[src/rtl/mem_req_arbiter.sv]
// rtl/mem_req_arbiter.sv - arbitrates instruction/data requests onto a single-port RAM
module mem_req_arbiter #(
    parameter int MAX_RETRY = 3,
    parameter int ADDR_W    = 32
) (
    input  logic              CLK,
    input  logic              nRST,
    input  logic              iREN,
    input  logic [ADDR_W-1:0] iaddr,
    input  logic              dREN,
    input  logic              dWEN,
    input  logic [ADDR_W-1:0] daddr,
    input  logic [31:0]       dstore,
    input  logic              halt,
    output logic              ihit,
    output logic              dhit,
    output logic [31:0]       imemload,
    output logic [31:0]       dmemload,
    output logic              ramREN,
    output logic              ramWEN,
    output logic [ADDR_W-1:0] ramaddr,
    output logic [31:0]       ramstore,
    input  logic [31:0]       ramload,
    input  logic [1:0]        ramstate,
    output logic              err
);

    localparam int RETRY_W = (MAX_RETRY < 1) ? 1 : $clog2(MAX_RETRY + 1);
    localparam logic [RETRY_W-1:0] RETRY_MAX = RETRY_W'(MAX_RETRY);
    localparam logic [1:0]  RAM_ACCESS = 2'd2;
    localparam logic [1:0]  RAM_ERROR  = 2'd3;
    localparam logic [31:0] FAIL_WORD  = 32'hDEADBEEF;

    typedef enum logic [1:0] {
        IDLE = 2'd0,
        IREQ = 2'd1,
        DREQ = 2'd2,
        DONE = 2'd3
    } state_t;

    state_t              state_q, state_d;
    logic [RETRY_W-1:0]  retry_q, retry_d;
    logic                wr_q, wr_d;
    logic [ADDR_W-1:0]   addr_q, addr_d;
    logic [31:0]         store_q, store_d;
    logic                ihit_q, ihit_d;
    logic                dhit_q, dhit_d;
    logic [31:0]         imem_q, imem_d;
    logic [31:0]         dmem_q, dmem_d;
    logic                err_q, err_d;

    always_comb begin
        state_d = state_q;
        retry_d = retry_q;
        wr_d    = wr_q;
        addr_d  = addr_q;
        store_d = store_q;
        ihit_d  = 1'b0;
        dhit_d  = 1'b0;
        imem_d  = imem_q;
        dmem_d  = dmem_q;
        err_d   = err_q;

        case (state_q)
            IDLE: begin
                // Data first so a load/store retires before the next fetch.
                if (dREN || dWEN) begin
                    state_d = DREQ;
                    addr_d  = daddr;
                    store_d = dstore;
                    wr_d    = dWEN;
                end else if (iREN && !halt) begin
                    state_d = IREQ;
                    addr_d  = iaddr;
                    wr_d    = 1'b0;
                end
            end
            IREQ, DREQ: begin
                if (ramstate == RAM_ACCESS) begin
                    state_d = DONE;
                    if (state_q == IREQ) begin
                        ihit_d = 1'b1;
                        imem_d = ramload;
                    end else begin
                        dhit_d = 1'b1;
                        if (!wr_q) dmem_d = ramload;
                    end
                end else if (ramstate == RAM_ERROR) begin
                    if (retry_q < RETRY_MAX) begin
                        retry_d = retry_q + 1'b1;
                    end else begin
                        // Out of retries: complete the handshake so the core is not stuck.
                        err_d   = 1'b1;
                        state_d = DONE;
                        if (state_q == IREQ) begin
                            ihit_d = 1'b1;
                            imem_d = FAIL_WORD;
                        end else begin
                            dhit_d = 1'b1;
                            if (!wr_q) dmem_d = FAIL_WORD;
                        end
                    end
                end
            end
            DONE: begin
                state_d = IDLE;
                retry_d = '0;
            end
            default: state_d = IDLE;
        endcase
    end

    always_ff @(posedge CLK or negedge nRST) begin
        if (!nRST) begin
            state_q <= IDLE;
            retry_q <= '0;
            wr_q    <= 1'b0;
            addr_q  <= '0;
            store_q <= '0;
            ihit_q  <= 1'b0;
            dhit_q  <= 1'b0;
            imem_q  <= '0;
            dmem_q  <= '0;
            err_q   <= 1'b0;
        end else begin
            state_q <= state_d;
            retry_q <= retry_d;
            wr_q    <= wr_d;
            addr_q  <= addr_d;
            store_q <= store_d;
            ihit_q  <= ihit_d;
            dhit_q  <= dhit_d;
            imem_q  <= imem_d;
            dmem_q  <= dmem_d;
            err_q   <= err_d;
        end
    end

    assign ramREN   = (state_q == IREQ) || ((state_q == DREQ) && !wr_q);
    assign ramWEN   = (state_q == DREQ) && wr_q;
    assign ramaddr  = addr_q;
    assign ramstore = store_q;
    assign ihit     = ihit_q;
    assign dhit     = dhit_q;
    assign imemload = imem_q;
    assign dmemload = dmem_q;
    assign err      = err_q;

endmodule
[config.mk]
export PLATFORM = sky130hd
export DESIGN_NAME = mem_req_arbiter
export DESIGN_NICKNAME = d
export VERILOG_FILES = /design/src/rtl/mem_req_arbiter.sv
export SDC_FILE = /design/constraint.sdc
export NUM_CORES = 1
export LEC_CHECK = 0
export BUFFER_PORTS_ARGS = -buffer_cell sky130_fd_sc_hd__buf_2
export CAP_MARGIN = 25
export CORE_MARGIN = 2
export CORE_UTILIZATION = 47
export DETAILED_ROUTE_END_ITERATION = 8
export GPL_ROUTABILITY_DRIVEN = 0
export PLACE_DENSITY = 0.87
export SYNTH_ARGS = -nofsm -noshare
export SYNTH_HDL_FRONTEND = slang
export SYNTH_SLANG_ARGS = --single-unit
[constraint.sdc]
create_clock -name CLK -period 2.7 [get_ports CLK]
set_input_delay 0.54 -clock CLK [delete_from_list [all_inputs] [get_ports CLK]]
set_output_delay 0.54 -clock CLK [all_outputs]
set_load 0.005 [all_outputs]
==> metrics.txt <==
gr usage total 0.218; Synth Cell Area roughly 0.0058 sq mm; status finished, final reports clean; Initial Util 0.482; GRT overflow 0; Synth cell types 33; htree depth 4; clock-pin transition on the worst setup and hold timing paths 60 ps; Post-Syn Nets roughly 610; worst r2r dst dmemload[4]; root buffer cell clkbuf_16; Worst Setup Path Type flip-flop to flip-flop; final wirelength ~14 mm; Final Util 0.656; PD cells approximately 1100 mW/mm^2; Post-synth EDFFs 0; Final Max Slew Viols 0; Max Clk Rate roughly 0.42 GHz; hold_buf cts 0; largest net degree at the start of global routing 66; P_leak approximately 4.1 nW; peak supply drop about 0.00046 V; Post-CTS Setup Bufs 0; Port Buf Inserts 268; Post-Layout Inst Area between 0.007 and 0.008 sq mm; # resized after CTS 0; placed insts 880; FF-to-FF Start state_q[0]; Finish-stage setup viols 0; crit path from state_q[0]; vias in the first global route 4685; CP Data Required Time around 3000 ps; antenna-violating nets left 0; Die ar. around 0.013 sq mm; Synth Area per Inst between 10 and 15 sq um; TritonCTS clock tree built; Worst R2R Setup Slack around 310 ps; Vias/cell 4.97; fin crit period 2390 ps; FFs w/ async S/R, synth 1.00; Final Skew about 11 ps; Synth Register Bits ~140; Vias approximately 4500; clock buffer depth 2; first-pass GRT wire length 22.2 mm; Worst Path Max Fanout 32; CP Launch Type flip-flop; Gate Count Post-Synth 462; Slew @ Worst Pin ~1000 ps; register area share after synthesis 0.586; fin crit share 0.883; die width approximately 120 um; I/O pin cnt roughly 270; most common cell after layout, fill and taps aside buf_2; DR WL/cell about 16 um; max cap viols 0; Hold Crit Class primary input to asynchronous set/reset pin; non-filler instance count after layout roughly 910; post-detail-place hpwl 10.7 mm; Worst slew margin 0.339; Fin. Hold Viols 0; drt drc 0; RSZ-0062 raised after global routing false; DR iter-0 viols roughly 300; synth-to-layout area growth 36.1%; Worst setup EP type flip-flop; most frequent cells in the layout buf_2, dfrtp_1, mux2i_1; Most used DFF post-synth dfrtp_1; Clock Latency Late Sink 410 ps; Core ar. between 0.01 and 0.015 sq mm; initial antenna violation count 1; Nets about 880; row count 40; WP data arrival ~2700 ps; Clock Sinks between 100 and 150; layout cells sized above 1 0.502; setup_tns 0 ps; Pre-antenna DRT Iters 4; DIE HEIGHT approximately 120 um; Synth Warn # 0; placed cell area between 0.007 and 0.008 sq mm; CTS buffer count 17; R2R cell count 5; worst setup path endpoint dmemload[4]
-- area by class of cell --
cell class	count	area (sq um)
fillers	900	4150
diodes	1	2.50
clock buffers	21	470
well taps	168	210
repair buffers	277	1430
clock inverters	10	141
flip-flops and latches	136	3400
multi-input cells	282	2190
inverters	17	63.8
-- cell families after synthesis --
kind of cell	count (synthesis)	share of synthesized area
flops	136	0.586
fa+ha+maj	8	0.0172
buf+inv	44	0.0385
simple gates	98	0.0781
compound gates	71	0.0751
mux	105	0.205
-- layer usage --
| layer | global-route usage | vias to the layer above | routed length [um] |
|---|---|---|---|
| met1 | 0.236 | 2185 | 5570 |
| met5 | 0 | - | 0 |
| met4 | 0.0811 | 0 | 221 |
| met3 | 0.0648 | 18 | 885 |
| li1 | - | 2126 | - |
| met2 | 0.400 | 204 | 7780 |
-- worst min path at each step --
stage	cells after the start	endpoint	slack [ps]
2_1_floorplan	0	dhit	240
3_3_place_gp	2	ramaddr[15]	460
3_5_place_dp	2	ramaddr[13]	470
4_1_cts	1	dmemload[0]	100
5_1_grt	1	dmemload[0]	110
6_report	1	dmemload[12]	90
-- stage by stage --
stage	setup slack, ps	hold slack (ps)	power (mW)
finish	315	94.4	9.07
global route	221	113	9.64
CTS	317	102	9.16
detailed placement	352	466	6.73
global placement	421	461	6.51
floorplan	717	244	5.25
-- synthesized netlist by cell type, types with 8 or more instances --
library cell  instances  share of area
dfrtp_1             136           0.59
mux2i_1              45          0.078
mux2_2               42          0.081
nand2_1              38          0.025
o21ai_0              32          0.028
nor2_1               28          0.018
mux2_4               18          0.047
inv_1                17          0.011
a21oi_1              16          0.014
nand2b_1             14          0.015
o22a_1               14          0.021
buf_2                12          0.010
clkbuf_1             11         0.0071
and2_1                9         0.0097
ha_1                  8          0.017
-- registers in the layout, summed over array words and instances (netlist names), 2 cells and up --
| name | count |
|---|---|
| imemload | 32 |
| ramaddr | 32 |
| state_q | 2 |
| dmemload | 32 |
| ramstore | 32 |
| retry_q | 2 |
-- report_power, final --
part	internal (mW)	total (mW)	switching [mW]
combinational	1.67	3.15	1.48
clock	1.53	2.38	0.857
sequential	3.00	3.54	0.537
-- critical path, stage by stage (launching register included) --
cell and delay (ps):
dfrtp_1 430, inv_1 110, ha_1 340, o211ai_1 160, a211o_2 800, mux2_2 420
(Power assumes the default switching activity.)
